--- config.mk ---
export PLATFORM = sky130hd
export DESIGN_NAME = cell_comm_packet_mux
export DESIGN_NICKNAME = d
export VERILOG_FILES = /design/src/rtl/cell_comm_packet_mux.sv
export SDC_FILE = /design/constraint.sdc
export NUM_CORES = 1
export LEC_CHECK = 0
export CAP_MARGIN = 20
export CORE_ASPECT_RATIO = 1.75
export CORE_MARGIN = 5
export CORE_UTILIZATION = 40
export DETAILED_ROUTE_END_ITERATION = 6
export MAX_ROUTING_LAYER = met4
export PLACE_DENSITY = 0.8
export SKIP_LAST_GASP = 1
export SLEW_MARGIN = 10
export SYNTH_ARGS = -nofsm -noshare
export SYNTH_HDL_FRONTEND = slang
export SYNTH_SLANG_ARGS = --single-unit
--- constraint.sdc ---
create_clock -name ACLK -period 4.2 [get_ports ACLK]
set_clock_uncertainty 0.1 [all_clocks]
set_input_delay 1.26 -clock ACLK [delete_from_list [all_inputs] [get_ports ACLK]]
set_output_delay 1.26 -clock ACLK [all_outputs]
set_load 0.005 [all_outputs]
--- src/rtl/cell_comm_packet_mux.sv ---
// cell_comm_packet_mux
//   Round-robin merger of NUM_INPUTS AXI-Stream packet sources onto one
//   registered AXI-Stream output (cell-comm TX path, feeds one Aurora lane).
//   Whole packets only, never interleaved. A granted input that starves
//   mid-packet for TIMEOUT_CYCLES is aborted: ABORT_WORD is emitted with
//   tlast and the rest of that source packet is drained and dropped.
//
// Ports
//   ACLK, ARESETN        clock, synchronous active-low reset
//   sAxisTvalid/Tlast    per-input stream handshake / end-of-packet
//   sAxisTdata           input i at [i*DATA_WIDTH +: DATA_WIDTH]
//   sAxisTready          per-input ready (only the granted input is ever ready)
//   sArbReqSuppress      per-input: not eligible for a new grant
//   mAxis*               merged registered output stream
//   grantIdx             current / last granted input
//   busy                 arbiter not idle
//   packetCount          forwarded complete packets (saturating)
//   timeoutCount         aborted packets (saturating)
module cell_comm_packet_mux #(
    parameter int                    NUM_INPUTS     = 4,
    parameter int                    DATA_WIDTH     = 32,
    parameter int                    TIMEOUT_CYCLES = 64,
    parameter logic [DATA_WIDTH-1:0] ABORT_WORD     = 32'hDEADBEEF,
    parameter int                    COUNTER_WIDTH  = 16
) (
    input  logic                             ACLK,
    input  logic                             ARESETN,
    input  logic [NUM_INPUTS-1:0]            sAxisTvalid,
    input  logic [NUM_INPUTS-1:0]            sAxisTlast,
    input  logic [NUM_INPUTS*DATA_WIDTH-1:0] sAxisTdata,
    output logic [NUM_INPUTS-1:0]            sAxisTready,
    input  logic [NUM_INPUTS-1:0]            sArbReqSuppress,
    output logic                             mAxisTvalid,
    output logic                             mAxisTlast,
    output logic [DATA_WIDTH-1:0]            mAxisTdata,
    input  logic                             mAxisTready,
    output logic [2:0]                       grantIdx,
    output logic                             busy,
    output logic [COUNTER_WIDTH-1:0]         packetCount,
    output logic [COUNTER_WIDTH-1:0]         timeoutCount
);

    // Starve counter only needs to reach TIMEOUT_CYCLES.
    localparam int SW = (TIMEOUT_CYCLES < 2) ? 1 : $clog2(TIMEOUT_CYCLES + 1);

    typedef enum logic [1:0] {IDLE, PASS, ABORT, DRAIN} state_t;

    state_t                   state_q, state_d;
    logic [2:0]               grant_q, grant_d;
    logic [SW-1:0]            starve_q, starve_d, starve_inc;
    logic                     tvalid_q, tlast_q;
    logic [DATA_WIDTH-1:0]    tdata_q;
    logic [COUNTER_WIDTH-1:0] pkt_cnt_q, to_cnt_q;

    logic                     out_free;
    logic                     g_valid, g_last, accept, timeout_hit;
    logic [DATA_WIDTH-1:0]    g_data;
    logic [NUM_INPUTS-1:0]    eligible;
    logic                     found;
    logic [2:0]               pick;
    logic                     load, load_last, pkt_inc, to_inc;
    logic [DATA_WIDTH-1:0]    load_data;

    assign out_free    = !tvalid_q || mAxisTready;
    assign eligible    = sAxisTvalid & ~sArbReqSuppress;
    assign starve_inc  = starve_q + 1'b1;
    assign timeout_hit = (TIMEOUT_CYCLES != 0) && (starve_inc == SW'(TIMEOUT_CYCLES));

    // Granted-input mux and ready steering.
    always_comb begin
        g_valid     = 1'b0;
        g_last      = 1'b0;
        g_data      = '0;
        sAxisTready = '0;
        for (int j = 0; j < NUM_INPUTS; j++) begin
            if (grant_q == 3'(j)) begin
                g_valid        = sAxisTvalid[j];
                g_last         = sAxisTlast[j];
                g_data         = sAxisTdata[j*DATA_WIDTH +: DATA_WIDTH];
                sAxisTready[j] = (state_q == PASS && out_free) || (state_q == DRAIN);
            end
        end
    end

    assign accept = g_valid && ((state_q == PASS && out_free) || state_q == DRAIN);

    // Round-robin search: first eligible input after the last grant.
    always_comb begin
        found = 1'b0;
        pick  = grant_q;
        for (int k = 1; k <= NUM_INPUTS; k++) begin
            for (int j = 0; j < NUM_INPUTS; j++) begin
                if (!found && eligible[j] && (j == (int'(grant_q) + k) % NUM_INPUTS)) begin
                    found = 1'b1;
                    pick  = 3'(j);
                end
            end
        end
    end

    always_comb begin
        state_d   = state_q;
        grant_d   = grant_q;
        starve_d  = starve_q;
        load      = 1'b0;
        load_last = 1'b0;
        load_data = g_data;
        pkt_inc   = 1'b0;
        to_inc    = 1'b0;
        case (state_q)
            IDLE: begin
                starve_d = '0;
                if (found) begin
                    grant_d = pick;
                    state_d = PASS;
                end
            end
            PASS: begin
                if (accept) begin
                    // An accepted beat always beats a timeout in the same cycle.
                    load      = 1'b1;
                    load_last = g_last;
                    starve_d  = '0;
                    if (g_last) begin
                        pkt_inc = 1'b1;
                        state_d = IDLE;
                    end
                end else if (!g_valid && out_free) begin
                    // Backpressured cycles are not the source's fault.
                    starve_d = starve_inc;
                    if (timeout_hit) state_d = ABORT;
                end
            end
            ABORT: begin
                starve_d = '0;
                if (out_free) begin
                    load      = 1'b1;
                    load_last = 1'b1;
                    load_data = ABORT_WORD;
                    to_inc    = 1'b1;
                    state_d   = DRAIN;
                end
            end
            DRAIN: begin
                if (accept) begin
                    starve_d = '0;
                    if (g_last) state_d = IDLE;
                end else begin
                    starve_d = starve_inc;
                    // Second timeout: give up on the tail silently.
                    if (timeout_hit) state_d = IDLE;
                end
            end
            default: state_d = IDLE;
        endcase
    end

    always_ff @(posedge ACLK) begin
        if (!ARESETN) begin
            state_q   <= IDLE;
            grant_q   <= 3'(NUM_INPUTS - 1);
            starve_q  <= '0;
            tvalid_q  <= 1'b0;
            tlast_q   <= 1'b0;
            tdata_q   <= '0;
            pkt_cnt_q <= '0;
            to_cnt_q  <= '0;
        end else begin
            state_q  <= state_d;
            grant_q  <= grant_d;
            starve_q <= starve_d;
            if (load) begin
                tvalid_q <= 1'b1;
                tlast_q  <= load_last;
                tdata_q  <= load_data;
            end else if (mAxisTready) begin
                tvalid_q <= 1'b0;
            end
            if (pkt_inc && pkt_cnt_q != '1) pkt_cnt_q <= pkt_cnt_q + 1'b1;
            if (to_inc && to_cnt_q != '1)   to_cnt_q  <= to_cnt_q + 1'b1;
        end
    end

    assign mAxisTvalid  = tvalid_q;
    assign mAxisTlast   = tlast_q;
    assign mAxisTdata   = tdata_q;
    assign grantIdx     = grant_q;
    assign busy         = (state_q != IDLE);
    assign packetCount  = pkt_cnt_q;
    assign timeoutCount = to_cnt_q;

endmodule
==> impl_results.md <==
* Mapped Cells at 494
* DR DRC count at 0
* Critical path endpoint category: primary output
* Die area at between 10000 and 15000 µm²
* Initial DRC Count at around 180
* NumNets Final at 844
* Drt first pass iters at 5
* Initial antenna violation count at 0
* DP HPWL at ~12000 µm
* Final ANT Viol Nets at 0
* TritonCTS clock tree: built
* Tightest Pin Transition at roughly 0.68 ns
* Critical path startpoint category: input port
* Post-Syn Area per Cell at 9.235 µm²
* Clock Tree Buf Depth at 2
* I/O pin cnt at 217
* Final hold vios at 0
* Htree depth at 3
* Setup Viol. Count Final at 0
* Main flop type after synthesis: dfxtp_1
* Vias post-DR at 4746
* Core region area at 11170 µm²
* Largest net degree at the start of global routing at 47
* Post-route setup TNS at 0 ns
* Clk sink count at a little under 80
* RSZ-0062 raised after global routing: false
* Peak supply drop at approximately 0.27 mV
* Max-slew headroom at between 50 and 60%
* Worst setup margin at 0.1228 ns
* HP Class: reg2reg
* Synth area leader: dfxtp_1
* Die X at 90.73 µm
* First-pass GRT wire length at roughly 23000 µm
* EDFF count, synth at 0
* Max Cap Viol at 0
* Most numerous cell in the Yosys netlist: dfxtp_1
* Synth Cell Area at 4562 µm²
* Status: complete, no violations
* Clk root buf: clkbuf_16
* Final core area utilization at 63.37%
* Critical path class: in2out
* Yosys reg bits at 77
* Diodes inserted at 0
* DRT Wirelength at 15140 µm
* Slew Viols, Final at 0
* # port buffers at 215
* Yosys top cell area share at 33.79%
* Share of the yosys chip area belonging to registers at 33.79%
* Via-per-instance ratio at 5.711
* Area delta synth->final at 55.13%
* Pwr/cell area at ~350 nW/µm²
* Data arrival, critical path at between 2 and 3 ns
* Setup Buffers After CTS at 0
* Unique masters post-synth at 63
* Worst skew pair latency at 0.34 ns
* Pleak at roughly 2.4 nW
* Mapped Nets at 644
* GR Overflow Total at 0
* R2r worst-path depth at 7
* Site Rows at slightly above 50
* Starting density of the core at between 40% and 50%
* Final Cycle Share at a little over nine tenths
* Fraction of registers with async set/reset at 0%
* Top cells by area, synth: dfxtp_1 34%, mux4_2 17%, nor3_1 5.5%, nor2_1 5.2%, xnor2_1 4.0%
* Fmax at 245.3 MHz
* Final GP Congestion at ~0.91
* Total GRT Usage at a little over a fifth
* Cts bufs inserted at 9
* Max FO, Critical Path at 3
* Chip height at approximately 150 µm
* Post-cts sizing count at 0
* Setup WS pre-CTS at 0.04495 ns
* Crit path required time at 2.84 ns
* Synth warnings at 0
* Most common library cells after synthesis: 77 x dfxtp_1, 63 x nor2_1, 50 x nor3_1, 34 x mux4_2, 29 x nand2_1
* R2r setup slk at 1.45 ns
* Hold path depth at 2
* Clk slew on worst S/H paths at roughly 0.060 ns
* Hold-fix buffers, CTS at 0
* Avg WL per Cell at 18.21 µm
* Vias in the first global route at 4773
* Min Tclk post-route at 4.077 ns
* Layout cell share with drive strength beyond 1 at 11.59%
[metrics by stage]
| step | hold slack (ns) | total power (W) | instances | cell area (µm²) |
|---|---|---|---|---|
| after floorplan | 0.3527 | 0.001383 | 494 | 4562 |
| after global placement | 0.3421 | 0.001729 | 814 | 6761 |
| after detailed placement | 0.3525 | 0.001753 | 814 | 6761 |
| after CTS | 0.3612 | 0.002490 | 830 | 7047 |
| after global routing | 0.3859 | 0.002616 | 831 | 7077 |
| final | 0.3544 | 0.002478 | 831 | 7077 |
[area by class of cell]
class	count	area (µm²)
clock buffers	9	225.2
flip-flops and latches	77	1544
fillers	927	4090
clock inverters	7	60.06
well taps	132	165.2
inverters	10	37.54
repair buffers	224	2227
multi-input cells	372	2818
[where the power goes]
part           switching, W  internal, W  total [W]
Clock              0.000327     0.000408   0.000735
Combinational      0.000381     0.000505   0.000886
Sequential        0.0000598     0.000797   0.000857
Total              0.000768      0.00171    0.00248
[worst max-delay path, stage by stage]
cell and delay (ns):
clkdlybuf4s50_1 0.48, nand2b_4 0.14, a21oi_1 0.09, nor3b_1 0.21
clkdlybuf4s50_1 0.53
[registers in the layout, summed over array words and instances, names as in the netlist]
name,flops
mAxisTlast,1
mAxisTdata,32
timeoutCount,16
starve_q,7
state_q,2
mAxisTvalid,1
packetCount,16
grantIdx,2
[placed cells by master (no fill, tap or decap), types with 8 or more instances in the layout]
| master | n |
|---|---|
| clkdlybuf4s50_1 | 215 |
| dfxtp_1 | 75 |
| nor2_1 | 63 |
| nor3_1 | 50 |
| mux4_2 | 34 |
| nand2_1 | 29 |
| nand3_1 | 26 |
| a21oi_1 | 24 |
| xnor2_1 | 21 |
| o21ai_0 | 11 |
| inv_1 | 9 |
| clkbuf_16 | 9 |
| buf_4 | 8 |
[routing by layer]
| layer | routed length [µm] | part of all wire [%] | GRT usage, % |
|---|---|---|---|
| met4 | 380 | 2.5 | 7.973 |
| met3 | 1224 | 8.1 | 5.318 |
| met2 | 8187 | 54 | 40.14 |
| met1 | 5344 | 35 | 22.58 |
| met5 | 0 | 0 | - |
[cell families after synthesis]
group                    share of synthesized area [%]
AND/OR/NAND/NOR                                  26.30
flip-flops                                       33.79
AO/OA/AOI/OAI                                    11.25
buffers and inverters                            4.772
multiplexers                                     17.66
XOR/XNOR                                         4.224
adder cells (fa/ha/maj)                          1.920
other                                          0.08220
[worst paths after layout]
check,to,from
setup reg to reg,mAxisTdata[17],grantIdx[1]
setup / recovery,sAxisTready[2],mAxisTready
hold / removal,mAxisTdata[29],mAxisTdata[29]
hold reg to reg,mAxisTdata[29],mAxisTdata[29]
Power figures use the tool's default switching activity.
